**src/rtl/add_pkg.sv**
```systemverilog
// add_pkg: shared flag indices and result record for the adder result stage
package add_pkg;
  localparam int FLG_C = 0;
  localparam int FLG_Z = 1;
  localparam int FLG_N = 2;
  localparam int FLG_V = 3;
  localparam int FLAG_W = 4;
  typedef struct packed {
    logic [FLAG_W-1:0] flags;
    logic [7:0]        data;
  } add_res_t;
endpackage

```
**src/rtl/sync_fifo.sv**
```systemverilog
// sync_fifo: DEPTH x WIDTH synchronous FIFO whose output holds the last popped word when empty
module sync_fifo #(
  parameter int DEPTH = 2,
  parameter int WIDTH = 8
) (
  input  logic             clk,
  input  logic             rst_n,
  input  logic             push,
  input  logic [WIDTH-1:0] wdata,
  input  logic             pop,
  output logic [WIDTH-1:0] rdata,
  output logic             full,
  output logic             empty
);
  localparam int AW = $clog2(DEPTH);
  logic [AW-1:0]    wr_ptr_q, wr_ptr_d, rd_ptr_q, rd_ptr_d;
  logic [AW:0]      cnt_q, cnt_d;
  logic [WIDTH-1:0] mem_q [DEPTH];
  logic [WIDTH-1:0] mem_d [DEPTH];
  logic [WIDTH-1:0] last_q, last_d;
  logic             do_push, do_pop;
  assign full  = cnt_q == (AW+1)'(DEPTH);
  assign empty = cnt_q == '0;
  assign rdata = empty ? last_q : mem_q[rd_ptr_q];
  always_comb begin
    do_push = push && !full;
    do_pop  = pop && !empty;
    mem_d   = mem_q;
    if (do_push) mem_d[wr_ptr_q] = wdata;
    wr_ptr_d = do_push ? wr_ptr_q + AW'(1) : wr_ptr_q;
    rd_ptr_d = do_pop ? rd_ptr_q + AW'(1) : rd_ptr_q;
    cnt_d    = cnt_q + (AW+1)'(do_push) - (AW+1)'(do_pop);
    last_d   = do_pop ? mem_q[rd_ptr_q] : last_q;
  end
  always_ff @(posedge clk) begin
    if (!rst_n) begin
      mem_q    <= '{default: '0};
      wr_ptr_q <= '0;
      rd_ptr_q <= '0;
      cnt_q    <= '0;
      last_q   <= '0;
    end else begin
      mem_q    <= mem_d;
      wr_ptr_q <= wr_ptr_d;
      rd_ptr_q <= rd_ptr_d;
      cnt_q    <= cnt_d;
      last_q   <= last_d;
    end
  end
endmodule

```
**src/rtl/add_result_stage.sv**
```systemverilog
// add_result_stage: derives C/Z/N/V for each adder result, buffers it, and counts carry/overflow events
module add_result_stage
  import add_pkg::*;
#(
  parameter int DEPTH = 2,
  parameter int CNT_W = 8
) (
  input  logic             clk,
  input  logic             rst_n,
  input  logic             in_valid,
  output logic             in_ready,
  input  logic [8:0]       sum_in,
  input  logic             a_msb,
  input  logic             b_msb,
  output logic             out_valid,
  input  logic             out_ready,
  output logic [7:0]       out_data,
  output logic [3:0]       out_flags,
  input  logic             clr_cnt,
  output logic [CNT_W-1:0] carry_cnt,
  output logic [CNT_W-1:0] ovf_cnt
);
  add_res_t         res_in, res_out;
  logic             full, empty, push, pop;
  logic [CNT_W-1:0] carry_cnt_q, carry_cnt_d, ovf_cnt_q, ovf_cnt_d;
  assign in_ready  = !full;
  assign out_valid = !empty;
  assign out_data  = res_out.data;
  assign out_flags = res_out.flags;
  assign carry_cnt = carry_cnt_q;
  assign ovf_cnt   = ovf_cnt_q;
  always_comb begin
    res_in              = '0;
    res_in.data         = sum_in[7:0];
    res_in.flags[FLG_C] = sum_in[8];
    res_in.flags[FLG_Z] = sum_in[7:0] == 8'h00;
    res_in.flags[FLG_N] = sum_in[7];
    res_in.flags[FLG_V] = (a_msb == b_msb) && (sum_in[7] != a_msb);
    push = in_valid && in_ready;
    pop  = out_valid && out_ready;
    carry_cnt_d = clr_cnt ? '0
                : (push && res_in.flags[FLG_C] && !(&carry_cnt_q)) ? carry_cnt_q + CNT_W'(1)
                : carry_cnt_q;
    ovf_cnt_d   = clr_cnt ? '0
                : (push && res_in.flags[FLG_V] && !(&ovf_cnt_q)) ? ovf_cnt_q + CNT_W'(1)
                : ovf_cnt_q;
  end
  always_ff @(posedge clk) begin
    if (!rst_n) begin
      carry_cnt_q <= '0;
      ovf_cnt_q   <= '0;
    end else begin
      carry_cnt_q <= carry_cnt_d;
      ovf_cnt_q   <= ovf_cnt_d;
    end
  end
  sync_fifo #(.DEPTH(DEPTH), .WIDTH($bits(add_res_t))) u_fifo (
    .clk   (clk),
    .rst_n (rst_n),
    .push  (push),
    .wdata (res_in),
    .pop   (pop),
    .rdata (res_out),
    .full  (full),
    .empty (empty)
  );
endmodule

```
**config.mk**
```make
export PLATFORM = sky130hd
export DESIGN_NAME = add_result_stage
export DESIGN_NICKNAME = d
export VERILOG_FILES = /design/src/rtl/add_pkg.sv /design/src/rtl/sync_fifo.sv /design/src/rtl/add_result_stage.sv
export SDC_FILE = /design/constraint.sdc
export NUM_CORES = 1
export LEC_CHECK = 0
export BUFFER_PORTS_ARGS = -buffer_cell sky130_fd_sc_hd__buf_2
export CAP_MARGIN = 20
export CORE_MARGIN = 8
export CORE_UTILIZATION = 25
export CTS_BUF_LIST = sky130_fd_sc_hd__clkbuf_4
export CTS_CLUSTER_DIAMETER = 30
export DETAILED_ROUTE_END_ITERATION = 8
export HOLD_SLACK_MARGIN = 0.15
export PLACE_DENSITY = 0.43
export SLEW_MARGIN = 0
export SYNTH_ARGS = -nofsm -noshare
export SYNTH_HDL_FRONTEND = slang
export SYNTH_SLANG_ARGS = --single-unit
```
**constraint.sdc**
```tcl
create_clock -name clk -period 2.5 [get_ports clk]
set_clock_uncertainty 0.1 [all_clocks]
set_input_delay 0.375 -clock clk [delete_from_list [all_inputs] [get_ports clk]]
set_output_delay 0.375 -clock clk [all_outputs]
set_load 0.1 [all_outputs]
```
==> out/results.tsv <==
stage	metric	value	unit
logic_synthesis	syn-cell-area	0.002474	sq mm
logic_synthesis	muxShareOfSynthArea	12.14	%
cells_and_area	n_fill_cell	1028	
logic_synthesis	synth_seq_cells	53	
clock_network	clock_latency	0.37	ns
cells_and_area	layoutNonFillerInstCount	462	
logic_synthesis	ys_async_sr_fraction	0	%
worst_setup_path	critical_path_class	flip-flop to primary output	
timing	fin_crit_sh	88.12	%
logic_synthesis	synth-simple-area-share	22.26	%
timing	layout_setup_ws	0.2970	ns
timing	setup_viol	0	
cells_and_area	layout_commonest_cell	nor2_1	
worst_setup_path	startpoint_type	flip-flop	
worst_setup_path	r2r_start	u_fifo.cnt_q[0]$_SDFF_PN0_	
floorplanning	pin_count	46	
clock_network	clk_pin_slew_worst_paths	0.16	ns
route	drtAntennaViolNets	0	
clock_network	numClockSinks	53	
timing	final_max_slew_viol_count	0	
logic_synthesis	synthXorXnorAreaFrac	1.416	%
logic_synthesis	synth_compound_area_share	15.38	%
floorplanning	initial_core_util	25.54	%
timing	slew_headroom	54.93	%
worst_setup_path	rr_endpoint	u_fifo.cnt_q[1]$_SDFF_PN0_	
clock_network	clk_path_buf_depth	2	
power	leakagePower	1.254	nW
logic_synthesis	synthAdderAreaFrac	2.023	%
logic_synthesis	synth_top_family_by_area	simple AND/OR/NAND/NOR gates	
outcome	status	finished clean	
cells_and_area	syn_to_final_growth	29.29	%
power	p_total	3.983	mW
route	detailedRoute.firstPassIterationCount	4	
route	wl	6219	um
floorplanning	die_area	0.01333	sq mm
clock_network	cts_buffers	5	
cells_and_area	final_layout_size_suffix_gt1_share	24.32	%
logic_synthesis	synth-edff-count	0	
placed_design	place_congestion	0.7668	
clock_network	cts_tree	yes	
route	via_count	2141	
timing	finalHoldViolations	0	
cells_and_area	final_cell_mix	nor2_1, dfxtp_1, buf_2, mux2i_1, a21oi_1	
hold_path	min_to	u_fifo.mem_q[4]$_SDFFE_PN0P_	
timing	fin_tns_setup	0	ns
global_route	grt_busiest_layer	met2	
logic_synthesis	syn_avg_cell_area	8.866	sq um
clock_network	htreeDepth	2	
placed_design	hpwl	4525	um
worst_setup_path	crit_fanout	23	
clock_network	post_cts_buffers	0	
logic_synthesis	ys_seq_area_share	42.89	%
logic_synthesis	ys.flop_type	dfxtp_1	
placed_design	io_buffers	45	
global_route	grt-ovfl-total	0	
floorplanning	core_area	0.009684	sq mm
floorplanning	fp.dieW	115.5	um
logic_synthesis	syn-num-nets	299	
cells_and_area	final_nets	348	
run	drv_cap	0	
route	viasPerCell	4.634	
hold_path	hold_start	sum_in[4]	
cells_and_area	antenna_cells	0	
global_route	use_met1	12.87	%
hold_path	holdPathStages	3	
power	vdd.ir_drop.worst	0.5586	mV
global_route	grt_pass1_wl	10340	um
timing	tightest_slew	0.6742	ns
power	p_per_area	1245	mW/mm^2
worst_setup_path	rrSetupSlack	0.62	ns
route	first_iter_violations	100	
clock_network	clock-root-buffer	clkbuf_4	
logic_synthesis	yosys_warnings	0	
logic_synthesis	synthCells	279	
placed_design	dp_cells	449	
floorplanning	dieHeight	115.5	um
global_route	grt_max_degree	37	
global_route	grt_pass1_vias	2033	
floorplanning	row_count	36	
global_route	met2_usage	15.08	%
timing	min_period	2.203	ns
route	drc_errors	0	
route	wire_per_inst	13.46	um
timing	max_freq	0.4539	GHz
worst_setup_path	r2r_cells	8	
placed_design	pre_cts_slack	0.5831	ns
worst_setup_path	cp-end-kind	primary output	
hold_path	hold_path.class	input port to flip-flop	
worst_setup_path	crit_required	2.03	ns
global_route	met3_usage	1.980	%
worst_setup_path	cp_data_arrival_time	1.73	ns
global_route	antenna_found_initial	0	
logic_synthesis	synth_cell_types	47	
timing	rsz0062_at_grt	false	
global_route	grt_usage	9.630	%
## per-stage QoR
| step | hold WS [ns] | area [sq um] | util, % |
|---|---|---|---|
| floorplan | 0.3360 | 2524 | - |
| global placement | 0.3511 | 3093 | 31.94 |
| detailed placement | 0.3563 | 3093 | 31.94 |
| CTS | 0.1516 | 3197 | 33.01 |
| global route | 0.1575 | 3198 | 33.02 |
| finish | 0.1714 | 3198 | 33.02 |
## synthesized netlist by cell type (2+ instances only)
| library cell | number | share of area [%] |
|---|---|---|
| a311oi_1 | 3 | 1.1 |
| clkbuf_1 | 6 | 0.91 |
| dfxtp_1 | 53 | 43 |
| and2_1 | 2 | 0.51 |
| ha_1 | 4 | 2.0 |
| nand3_1 | 8 | 1.6 |
| nand4_1 | 5 | 1.3 |
| nor3_2 | 2 | 0.81 |
| inv_1 | 2 | 0.30 |
| nand2_1 | 10 | 1.5 |
| nor2_1 | 53 | 8.0 |
| a211oi_1 | 14 | 4.2 |
| o31ai_1 | 4 | 1.2 |
| buf_2 | 7 | 1.4 |
| xnor2_1 | 3 | 1.1 |
| inv_2 | 3 | 0.46 |
| mux2i_1 | 30 | 12 |
| or3_1 | 5 | 1.3 |
| or4_1 | 5 | 1.5 |
| o21ai_0 | 5 | 1.0 |
| a21oi_1 | 24 | 4.9 |
| and3_1 | 6 | 1.5 |
## power by group
part           internal (mW)  switching (mW)  leakage [nW]  total [mW]
registers              0.967          0.0950         0.432        1.06
clock network          0.108           0.278        0.0307       0.386
logic                  0.869            1.67         0.791        2.54
## worst max-delay path: stages, from the launching register on
cell and delay, ns:
dfxtp_1 0.40, or2_1 0.13, buf_4 0.31, nor2_1 0.07
a21oi_1 0.24, buf_12 0.21
## repair_timing
item | CTS | global route
hold endpoints to repair | 8 | 0
resized for setup | 0 | 1
setup endpoints to repair | 0 | 1
hold buffers | 5 | 0
## cell families (layout without fill, tap and decap cells)
group / Yosys count / after routing
flip-flops: 53 / 53
multiplexers: 30 / 30
buffers and inverters: 22 / 72
XOR/XNOR: 4 / 4
AND/OR/NAND/NOR: 108 / 108
AO/OA/AOI/OAI: 58 / 58
adder cells (fa/ha/maj): 4 / 4
## registers in the layout (all words and copies together) (netlist names)
signal and count:
u_fifo.last_q 11, u_fifo.rd_ptr_q 1, u_fifo.wr_ptr_q 1, ovf_cnt 8, u_fifo.mem_q 22, u_fifo.cnt_q 2, carry_cnt 8
## routing by layer
metal | up-vias | part of all wire (%)
met5 | - | 0
met4 | 0 | 1.2
met3 | 6 | 3.9
met2 | 30 | 45
met1 | 1006 | 50
li1 | 1099 | -
## area by class of cell
class / instances / area (sq um) / share of cell area, %
multi-input cells: 204 / 1365 / 42.68
flip-flops and latches: 53 / 1062 / 33.22
repair buffers: 57 / 523.0 / 16.35
well taps: 133 / 166.4 / 5.203
clock buffers: 5 / 37.54 / 1.174
inverters: 7 / 27.53 / 0.8607
clock inverters: 3 / 16.27 / 0.5086
## worst max path at each step
stage | startpoint | cells after the start | endpoint | slack (ns)
floorplan | u_fifo.cnt_q[1]$_SDFF_PN0_ | 4 | out_flags[0] | -0.29
global placement | u_fifo.rd_ptr_q$_SDFFE_PN0P_ | 4 | out_data[6] | 0.61
detailed placement | u_fifo.rd_ptr_q$_SDFFE_PN0P_ | 4 | out_data[3] | 0.58
CTS | u_fifo.rd_ptr_q$_SDFFE_PN0P_ | 4 | out_data[3] | 0.13
global route | u_fifo.cnt_q[1]$_SDFF_PN0_ | 5 | out_flags[3] | 0.10
finish | u_fifo.cnt_q[1]$_SDFF_PN0_ | 5 | out_flags[3] | 0.30
(Power assumes the default switching activity.)
